File: src/rtl/dcache_icache_refill_arbiter_pkg.sv
// Shared cache-types package for the refill arbiter: requester ID and request
// payload types plus the microarchitectural constants they derive from.
package dcache_icache_refill_arbiter_pkg;

    localparam int unsigned CONF_DCACHE_MSHR_NUM      = 2;
    localparam int unsigned CONF_DCACHE_LINE_BYTE_NUM = 8;

    localparam int unsigned REFILL_REQ_NUM         = 1 + CONF_DCACHE_MSHR_NUM;
    localparam int unsigned REFILL_MAX_OUTSTANDING = 4;
    localparam int unsigned REFILL_ADDR_WIDTH      = 32;
    localparam int unsigned REFILL_LINE_WIDTH      = CONF_DCACHE_LINE_BYTE_NUM * 8;
    localparam int unsigned REFILL_ID_WIDTH =
        (REFILL_REQ_NUM > 1) ? $clog2(REFILL_REQ_NUM) : 1;

    typedef logic [REFILL_ID_WIDTH-1:0] RefillReqId;

    typedef struct packed {
        logic [REFILL_ADDR_WIDTH-1:0] addr;
        logic                         isWrite;
        logic [REFILL_LINE_WIDTH-1:0] wdata;
    } RefillReq;

    // (ptr + offset) mod n, valid for ptr < n and offset <= n.
    function automatic int unsigned rr_index(int unsigned ptr, int unsigned offset,
                                             int unsigned n);
        int unsigned idx;
        idx = ptr + offset;
        if (idx >= n) idx = idx - n;
        return idx;
    endfunction

endpackage

File: src/rtl/dcache_icache_refill_arbiter_if.sv
// Requester-side and memory-side signals of the refill arbiter. The master
// modport is the arbiter's view; slave is the surrounding environment.
interface dcache_icache_refill_arbiter_if #(
    parameter int unsigned REQ_NUM    = 3,
    parameter int unsigned ADDR_WIDTH = 32,
    parameter int unsigned LINE_WIDTH = 64
);
    logic [REQ_NUM-1:0]                 req_valid;
    logic [REQ_NUM-1:0][ADDR_WIDTH-1:0] req_addr;
    logic [REQ_NUM-1:0]                 req_is_write;
    logic [REQ_NUM-1:0][LINE_WIDTH-1:0] req_wdata;
    logic [REQ_NUM-1:0]                 req_grant;

    logic                  mem_req_valid;
    logic                  mem_req_ready;
    logic [ADDR_WIDTH-1:0] mem_req_addr;
    logic                  mem_req_is_write;
    logic [LINE_WIDTH-1:0] mem_req_wdata;
    logic                  mem_rsp_valid;
    logic [LINE_WIDTH-1:0] mem_rsp_data;

    logic [REQ_NUM-1:0]    rsp_valid;
    logic [LINE_WIDTH-1:0] rsp_data;

    modport master (
        input  req_valid, req_addr, req_is_write, req_wdata,
        input  mem_req_ready, mem_rsp_valid, mem_rsp_data,
        output req_grant, mem_req_valid, mem_req_addr, mem_req_is_write, mem_req_wdata,
        output rsp_valid, rsp_data
    );

    modport slave (
        output req_valid, req_addr, req_is_write, req_wdata,
        output mem_req_ready, mem_rsp_valid, mem_rsp_data,
        input  req_grant, mem_req_valid, mem_req_addr, mem_req_is_write, mem_req_wdata,
        input  rsp_valid, rsp_data
    );
endinterface

File: src/rtl/dcache_icache_refill_arbiter_refill_id_queue.sv
// In-order circular FIFO of requester IDs for transactions issued to memory
// and still awaiting their response.
module refill_id_queue
    import dcache_icache_refill_arbiter_pkg::*;
#(
    parameter int unsigned Depth   = REFILL_MAX_OUTSTANDING,
    parameter int unsigned IdWidth = $bits(RefillReqId)
) (
    input  logic                       clk,
    input  logic                       rst,
    input  logic                       push,
    input  logic [IdWidth-1:0]         push_id,
    input  logic                       pop,
    output logic [IdWidth-1:0]         head,
    output logic [$clog2(Depth+1)-1:0] count,
    output logic                       empty
);
    localparam int unsigned PtrWidth = (Depth > 1) ? $clog2(Depth) : 1;
    localparam int unsigned CntWidth = $clog2(Depth + 1);

    logic [IdWidth-1:0]  mem_q [Depth];
    logic [PtrWidth-1:0] wr_ptr_q, rd_ptr_q;
    logic [CntWidth-1:0] count_q;

    function automatic logic [PtrWidth-1:0] ptr_next(logic [PtrWidth-1:0] ptr);
        return (ptr == PtrWidth'(Depth - 1)) ? '0 : ptr + 1'b1;
    endfunction

    always_ff @(posedge clk) begin
        if (push) mem_q[wr_ptr_q] <= push_id;
    end

    always_ff @(posedge clk) begin
        if (rst) begin
            wr_ptr_q <= '0;
            rd_ptr_q <= '0;
            count_q  <= '0;
        end else begin
            if (push) wr_ptr_q <= ptr_next(wr_ptr_q);
            if (pop)  rd_ptr_q <= ptr_next(rd_ptr_q);
            if (push && !pop)      count_q <= count_q + 1'b1;
            else if (pop && !push) count_q <= count_q - 1'b1;
        end
    end

    assign head  = mem_q[rd_ptr_q];
    assign count = count_q;
    assign empty = (count_q == '0);

endmodule

File: src/rtl/dcache_icache_refill_arbiter.sv
// Round-robin arbiter sharing one refill/writeback memory port between the
// I-cache and the D-cache MSHRs, with in-order response routing.
module dcache_icache_refill_arbiter
    import dcache_icache_refill_arbiter_pkg::*;
#(
    parameter int unsigned REQ_NUM         = REFILL_REQ_NUM,
    parameter int unsigned MAX_OUTSTANDING = REFILL_MAX_OUTSTANDING,
    parameter int unsigned ADDR_WIDTH      = REFILL_ADDR_WIDTH,
    parameter int unsigned LINE_WIDTH      = REFILL_LINE_WIDTH
) (
    input  logic                           clk,
    input  logic                           rst,
    dcache_icache_refill_arbiter_if.master bus,
    output logic                           busy,
    output logic                           err
);
    localparam int unsigned IdWidth  = (REQ_NUM > 1) ? $clog2(REQ_NUM) : 1;
    localparam int unsigned CntWidth = $clog2(MAX_OUTSTANDING + 1);

    logic                  reg_valid_q;
    logic [IdWidth-1:0]    reg_id_q;
    logic [ADDR_WIDTH-1:0] reg_addr_q;
    logic                  reg_is_write_q;
    logic [LINE_WIDTH-1:0] reg_wdata_q;
    logic [IdWidth-1:0]    rr_ptr_q;
    logic                  err_q;

    logic                  any_valid;
    logic [IdWidth-1:0]    winner;
    logic [IdWidth-1:0]    cand;
    logic                  drain;
    logic                  capture;
    logic                  credit_ok;
    logic [CntWidth:0]     in_flight;
    logic                  q_pop;
    logic                  q_empty;
    logic [IdWidth-1:0]    q_head;
    logic [CntWidth-1:0]   q_count;

    // First valid requester after rr_ptr wins.
    always_comb begin
        any_valid = 1'b0;
        winner    = '0;
        cand      = '0;
        for (int unsigned i = 1; i <= REQ_NUM; i++) begin
            cand = IdWidth'(rr_index(32'(rr_ptr_q), i, REQ_NUM));
            if (!any_valid && bus.req_valid[cand]) begin
                any_valid = 1'b1;
                winner    = cand;
            end
        end
    end

    assign drain = reg_valid_q && bus.mem_req_ready;

    // Draining only moves an entry from the register to the queue, and a
    // same-cycle pop is not counted, so credit uses start-of-cycle occupancy.
    assign in_flight = {1'b0, q_count} + {{CntWidth{1'b0}}, reg_valid_q};
    assign credit_ok = in_flight < (CntWidth + 1)'(MAX_OUTSTANDING);
    assign capture   = any_valid && (!reg_valid_q || drain) && credit_ok;
    assign q_pop     = bus.mem_rsp_valid && !q_empty;

    always_comb begin
        bus.req_grant = '0;
        if (capture) bus.req_grant[winner] = 1'b1;
    end

    always_comb begin
        bus.rsp_valid = '0;
        if (q_pop) bus.rsp_valid[q_head] = 1'b1;
    end

    always_ff @(posedge clk) begin
        if (rst) begin
            reg_valid_q    <= 1'b0;
            reg_id_q       <= '0;
            reg_addr_q     <= '0;
            reg_is_write_q <= 1'b0;
            reg_wdata_q    <= '0;
            rr_ptr_q       <= IdWidth'(REQ_NUM - 1);
            err_q          <= 1'b0;
        end else begin
            if (capture) begin
                reg_valid_q    <= 1'b1;
                reg_id_q       <= winner;
                reg_addr_q     <= bus.req_addr[winner];
                reg_is_write_q <= bus.req_is_write[winner];
                reg_wdata_q    <= bus.req_wdata[winner];
                rr_ptr_q       <= winner;
            end else if (drain) begin
                reg_valid_q <= 1'b0;
            end
            if (bus.mem_rsp_valid && q_empty) err_q <= 1'b1;
        end
    end

    refill_id_queue #(
        .Depth   (MAX_OUTSTANDING),
        .IdWidth (IdWidth)
    ) u_id_queue (
        .clk     (clk),
        .rst     (rst),
        .push    (drain),
        .push_id (reg_id_q),
        .pop     (q_pop),
        .head    (q_head),
        .count   (q_count),
        .empty   (q_empty)
    );

    assign bus.mem_req_valid    = reg_valid_q;
    assign bus.mem_req_addr     = reg_addr_q;
    assign bus.mem_req_is_write = reg_is_write_q;
    assign bus.mem_req_wdata    = reg_wdata_q;
    assign bus.rsp_data         = bus.mem_rsp_data;
    assign busy                 = reg_valid_q || !q_empty;
    assign err                  = err_q;

endmodule

File: src/flat_wrapper.sv
// flat-port wrapper written by rule: the top's interface ports become plain ports
module dcache_icache_refill_arbiter_flat import dcache_icache_refill_arbiter_pkg::*;
#(
    parameter int unsigned REQ_NUM         = REFILL_REQ_NUM,
    parameter int unsigned MAX_OUTSTANDING = REFILL_MAX_OUTSTANDING,
    parameter int unsigned ADDR_WIDTH      = REFILL_ADDR_WIDTH,
    parameter int unsigned LINE_WIDTH      = REFILL_LINE_WIDTH
)
  (clk, rst, busy, err, bus_req_valid, bus_req_addr, bus_req_is_write, bus_req_wdata, bus_mem_req_ready, bus_mem_rsp_valid, bus_mem_rsp_data, bus_req_grant, bus_mem_req_valid, bus_mem_req_addr, bus_mem_req_is_write, bus_mem_req_wdata, bus_rsp_valid, bus_rsp_data);
  dcache_icache_refill_arbiter_if #(.REQ_NUM(REQ_NUM), .ADDR_WIDTH(ADDR_WIDTH), .LINE_WIDTH(LINE_WIDTH)) bus_i ();
  input  logic clk;
  input  logic rst;
  output logic busy;
  output logic err;
  input wire logic [$bits(bus_i.req_valid)-1:0] bus_req_valid;
  input wire logic [$bits(bus_i.req_addr)-1:0] bus_req_addr;
  input wire logic [$bits(bus_i.req_is_write)-1:0] bus_req_is_write;
  input wire logic [$bits(bus_i.req_wdata)-1:0] bus_req_wdata;
  input wire logic [$bits(bus_i.mem_req_ready)-1:0] bus_mem_req_ready;
  input wire logic [$bits(bus_i.mem_rsp_valid)-1:0] bus_mem_rsp_valid;
  input wire logic [$bits(bus_i.mem_rsp_data)-1:0] bus_mem_rsp_data;
  output wire logic [$bits(bus_i.req_grant)-1:0] bus_req_grant;
  output wire logic [$bits(bus_i.mem_req_valid)-1:0] bus_mem_req_valid;
  output wire logic [$bits(bus_i.mem_req_addr)-1:0] bus_mem_req_addr;
  output wire logic [$bits(bus_i.mem_req_is_write)-1:0] bus_mem_req_is_write;
  output wire logic [$bits(bus_i.mem_req_wdata)-1:0] bus_mem_req_wdata;
  output wire logic [$bits(bus_i.rsp_valid)-1:0] bus_rsp_valid;
  output wire logic [$bits(bus_i.rsp_data)-1:0] bus_rsp_data;
  assign bus_i.req_valid = bus_req_valid;
  assign bus_i.req_addr = bus_req_addr;
  assign bus_i.req_is_write = bus_req_is_write;
  assign bus_i.req_wdata = bus_req_wdata;
  assign bus_i.mem_req_ready = bus_mem_req_ready;
  assign bus_i.mem_rsp_valid = bus_mem_rsp_valid;
  assign bus_i.mem_rsp_data = bus_mem_rsp_data;
  assign bus_req_grant = bus_i.req_grant;
  assign bus_mem_req_valid = bus_i.mem_req_valid;
  assign bus_mem_req_addr = bus_i.mem_req_addr;
  assign bus_mem_req_is_write = bus_i.mem_req_is_write;
  assign bus_mem_req_wdata = bus_i.mem_req_wdata;
  assign bus_rsp_valid = bus_i.rsp_valid;
  assign bus_rsp_data = bus_i.rsp_data;
  dcache_icache_refill_arbiter #(.REQ_NUM(REQ_NUM), .MAX_OUTSTANDING(MAX_OUTSTANDING), .ADDR_WIDTH(ADDR_WIDTH), .LINE_WIDTH(LINE_WIDTH)) u_core (.clk(clk), .rst(rst), .bus(bus_i), .busy(busy), .err(err));
endmodule
File: config.mk
export PLATFORM = sky130hd
export DESIGN_NAME = dcache_icache_refill_arbiter_flat
export DESIGN_NICKNAME = d
export VERILOG_FILES = /design/src/rtl/dcache_icache_refill_arbiter_pkg.sv /design/src/rtl/dcache_icache_refill_arbiter_if.sv /design/src/rtl/dcache_icache_refill_arbiter_refill_id_queue.sv /design/src/rtl/dcache_icache_refill_arbiter.sv /design/src/flat_wrapper.sv
export SDC_FILE = /design/constraint.sdc
export NUM_CORES = 1
export LEC_CHECK = 0
export ABC_AREA = 1
export CELL_PAD_IN_SITES_DETAIL_PLACEMENT = 2
export CELL_PAD_IN_SITES_GLOBAL_PLACEMENT = 2
export CORE_MARGIN = 3
export CORE_UTILIZATION = 17
export DETAILED_ROUTE_END_ITERATION = 10
export GPL_TIMING_DRIVEN = 0
export HOLD_SLACK_MARGIN = 0.05
export PLACE_DENSITY_LB_ADDON = 0.2
export SLEW_MARGIN = 0
export SYNTH_ARGS = -nofsm -noshare
export SYNTH_HDL_FRONTEND = slang
export SYNTH_SLANG_ARGS = --single-unit
File: constraint.sdc
create_clock -name clk -period 3.4 [get_ports clk]
set_clock_uncertainty 0.15 [all_clocks]
set_input_delay 0.51 -clock clk [delete_from_list [all_inputs] [get_ports clk]]
set_output_delay 0.51 -clock clk [all_outputs]
set_load 0.01 [all_outputs]
==> impl_summary.log <==
[metrics] clock buffer count from CTS: 17
[metrics] critical path class: reg -> out
[metrics] post-route antenna net violation count: 0
[metrics] syn avg cell area: 6.41 sq um
[metrics] endpoint of the worst-slack reg-to-reg timing path: u_core.bus.mem_req_wdata[55]$_SDFFE_PP0P_
[metrics] number of endpoints with negative hold slack in the final report: 0
[metrics] HPWL reported at the end of detailed placement: 37000 um
[metrics] Total Die Area: 47500 sq um
[metrics] main combinational cell family by area after synthesis: buffers and inverters
[metrics] number of antenna violations at the first check in global routing: 11
[metrics] clock-pin slew reported for the worst setup and hold paths after clock tree synthesis: 0.06 ns
[metrics] post-route minimum period: 3.16 ns
[metrics] Worst path most repeated cell: inv_1
[metrics] number of global-route vias before repair: 11000
[metrics] PD cells: 1010 nW/um^2
[metrics] total number of H-tree levels: 4
[metrics] area of placed instances: 13000 sq um
[metrics] Worst Setup Slack post-DPL: -0.599 ns
[metrics] chip height: 218 um
[metrics] type of destination of the critical path: primary output
[metrics] total leakage power: 0.00626 uW
[metrics] Post-Syn Instances: 1190
[metrics] Worst Reg-to-Reg Cells: 15
[metrics] count of flip-flops with a built-in enable after synthesis: 8
[metrics] die outline width: 218 um
[metrics] Top FF cell, synth: dfxtp_1
[metrics] max-slew headroom at the worst pin: 50.7%
[metrics] data arrival time of the worst path: 2.50 ns
[metrics] slowest CP cell: dfxtp_2
[metrics] maximum number of pins on one net before global-route repair: 27
[metrics] Final Power: 13900 uW
[metrics] count of cells along the worst hold path: 2
[metrics] initial cell density of the core: 17.4%
[metrics] total global-route track usage: 19.1%
[metrics] kind of start point of the critical path: flop
[metrics] DRT iter0 DRCs: 290
[metrics] highest achievable clock rate: 0.317 GHz
[metrics] Reg2Reg Setup Slack: 0.28 ns
[metrics] mean routed wirelength per cell: 20.3 um
[metrics] number of synthesized register bits: 119
[metrics] Buffers on Ports: 467
[metrics] combined flip-flop and latch cell area: 2470 sq um
[metrics] cells traversed along the worst timing path: inv_1 > ha_1 > buf_4 > inv_4 > nand2_1 > nand3_2 > nand2_2 > nand4_1 > nand2_4 > buf_8 > nor2_4 > inv_1 > a21oi_1 > buf_2
[metrics] startpoint of the most critical register-to-register path: u_core.rr_ptr_q[1]$_SDFFE_PP1P_
[metrics] post-layout worst setup margin: 0.241 ns
[metrics] hold endpoint: u_core.err$_SDFFE_PP0P_
[metrics] # hold bufs at CTS: 0
[metrics] CTS Root Buffer Type: clkbuf_16
[metrics] maximum buffer depth of the clock tree: 2
[metrics] adder and majority cell fraction of the synthesized area: 1.90%
[metrics] Worst-Skew Late Latency: 0.44 ns
[metrics] number of endpoints failing setup at the final stage: 0
[metrics] highest fanout seen on the critical path: 10
[metrics] total number of cells along the worst setup path: 14
[metrics] period utilization: 92.9%
[metrics] detailed-routing iteration count for the pre-antenna-repair pass: 4
[metrics] Hold Crit Class: reg -> reg
[metrics] Total Nets Final: 2056
[metrics] total nets after synthesis: 1563
[metrics] Worst EP required: 2.74 ns
[metrics] number of slew-limit violations in the final report: 0
[metrics] routed via count: 9791
[metrics] core region area: 43700 sq um
[metrics] number of buffer and inverter instances along the worst setup path: 6
[metrics] multiplexer area fraction after synthesis: 0%
[metrics] XOR/XNOR share of the synthesized area: 0.115%
[metrics] cell area after synthesis: 7630 sq um
[metrics] status: complete, no violations
[metrics] Post-Layout Inst Area: 13800 sq um
[metrics] fraction of the mapped netlist area in compound gates: 21.0%
[metrics] Post-Route WL: 46500 um
[metrics] transition time at the pin with the least slew margin: 0.739 ns
[metrics] simple logic cell fraction of the synthesized area: 21.9%
[metrics] fraction of registers with async set or reset after synthesis: 0%
[metrics] sequential element share of the synthesized area: 32.3%
[metrics] TritonCTS clock tree: built
[metrics] setup repair after global routing missed its margin: no
[metrics] global route overflow: 0
[metrics] distinct cell type count after synthesis: 32
[metrics] slowest stage delay, CP: 0.36 ns
[metrics] vias per inst: 4.28
[metrics] Layout area overhead: 80.7%
[metrics] first-pass GRT wire length: 68000 um
[metrics] # clock sinks: 119
[metrics] count of unresolved DRC violations after routing: 0
[metrics] number of top-level pins: 532
[metrics] worst IR drop on VDD: 389 uV
[metrics] standard-cell row count: 76
[metrics] layout cells sized above 1: 9.43%
[metrics] Hold Startpoint: u_core.err$_SDFFE_PP0P_
[metrics] number of filler instances in the final layout: 5180
[metrics] routability congestion estimate: 0.807
[metrics] area taken by multi-input logic gates: 3450 sq um
[metrics] Crit path max-delay family: buffers and inverters
[metrics] warning count from the yosys run: 0
[metrics] aggregate negative setup slack: 0 ns
[metrics] Max-cap violations: 0
==> layer usage <==
layer / up-vias / share of wire, % / GRT usage, %
met2: 287 / 52 / 34.9
met3: 35 / 7.7 / 6.51
met4: 8 / 1.3 / 4.61
met1: 4692 / 39 / 21.1
li1: 4769 / - / -
met5: - / 0.12 / 0
==> cells by family (layout without fill, tap and decap cells) <==
group           after synthesis  in the layout
buf+inv                     375            881
flops                       119            119
fa+ha+maj                    11             11
xor+xnor                      1              1
other cells                   0              5
compound gates              315            315
simple gates                369            369
==> through the flow <==
stage	std cells	utilization, %	hold slack (ns)
5_1_grt	2283	31.5	0.346
2_1_floorplan	1190	-	0.305
3_3_place_gp	2242	29.8	0.291
6_report	2286	31.5	0.312
3_5_place_dp	2242	29.8	0.308
4_1_cts	2276	31.4	0.319
==> report_power, final <==
part | internal (uW) | total (uW) | switching [uW] | leakage [uW]
Sequential | 2000 | 2310 | 315 | 0.000998
Clock | 1150 | 1930 | 788 | 0.000271
Combinational | 3630 | 9700 | 6070 | 0.00499
Total | 6780 | 13900 | 7170 | 0.00626
==> cell usage after synthesis, drive strengths merged, types with 2 or more instances <==
master	count	area, sq um
buf	103	714
nor2	23	88.8
nor3	2	10.0
edfxtp	8	240
nand3	204	1030
dfxtp	111	2220
ha	10	125
o21ai	105	526
clkbuf	45	169
nand2	139	537
inv	227	855
a21oi	203	1020
==> layout make-up <==
cell class	instances	share of cell area (%)
Buffer	144	6.58
Timing Repair Buffer	478	34.4
Sequential cell	119	17.9
Clock buffer	19	3.37
Clock inverter	13	1.06
Antenna cell	5	0.0908
Multi-Input combinational cell	696	25.0
Inverter	227	6.25
Tap cell	585	5.31
==> worst min-delay path: stages (launching register included) <==
cell	delay, ns
dfxtp_1	0.31
inv_1	0.05
a21oi_1	0.06
==> registers in the layout, summed over array words and instances, names as in the netlist, named ones only <==
name and cells:
u_core.bus.mem_req_wdata 64, u_core.u_id_queue.rd_ptr_q 2, u_core.bus.mem_req_valid 1, u_core.u_id_queue.wr_ptr_q 2, u_core.rr_ptr_q 2, u_core.u_id_queue.count 3, u_core.err 1, u_core.reg_id_q 1
u_core.bus.mem_req_addr 32, u_core.bus.mem_req_is_write 1, u_core.u_id_queue.mem_q 8
==> worst max-delay path by stage <==
| stage | startpoint | end | slack [ns] |
|---|---|---|---|
| after global routing | u_core.rr_ptr_q[1]$_SDFFE_PP1P_ | u_core.bus.mem_req_wdata[52]$_SDFFE_PP0P_ | 0.01 |
| after CTS | u_core.rr_ptr_q[1]$_SDFFE_PP1P_ | bus_req_grant[0] | 0.01 |
| after detailed placement | u_core.rr_ptr_q[0]$_SDFFE_PP0P_ | bus_req_grant[2] | -0.60 |
| after global placement | u_core.rr_ptr_q[0]$_SDFFE_PP0P_ | bus_req_grant[2] | -0.53 |
| after floorplan | u_core.rr_ptr_q[0]$_SDFFE_PP0P_ | bus_req_grant[1] | 0.70 |
| final | u_core.rr_ptr_q[1]$_SDFFE_PP1P_ | bus_req_grant[1] | 0.24 |
==> what timing repair did <==
action	CTS	global route
endpoints found under the setup margin	4	3
gates resized for setup	28	8
pin swaps	1	3
setup buffers	6	5
==> placed cells by master (no fill, tap or decap), drive strengths merged <==
master	netlist	layout
clkbuf	45	65
a32o	1	1
o21ai	105	105
o211a	1	1
nand2	139	139
clkinvlp	0	8
clkinv	0	2
nand3	204	204
a32oi	1	1
nand4	1	1
diode	0	5
buf	103	112
inv	227	228
edfxtp	8	8
fa	1	1
o21bai	1	1
bufinv	0	2
a211oi	1	1
a31oi	1	1
nor3	2	2
xor2	1	1
a21oi	203	203
clkdlybuf4s50	0	464
ha	10	10
dfxtp	111	111
nor2	23	23
o211ai	1	1
(Power assumes the default switching activity.)
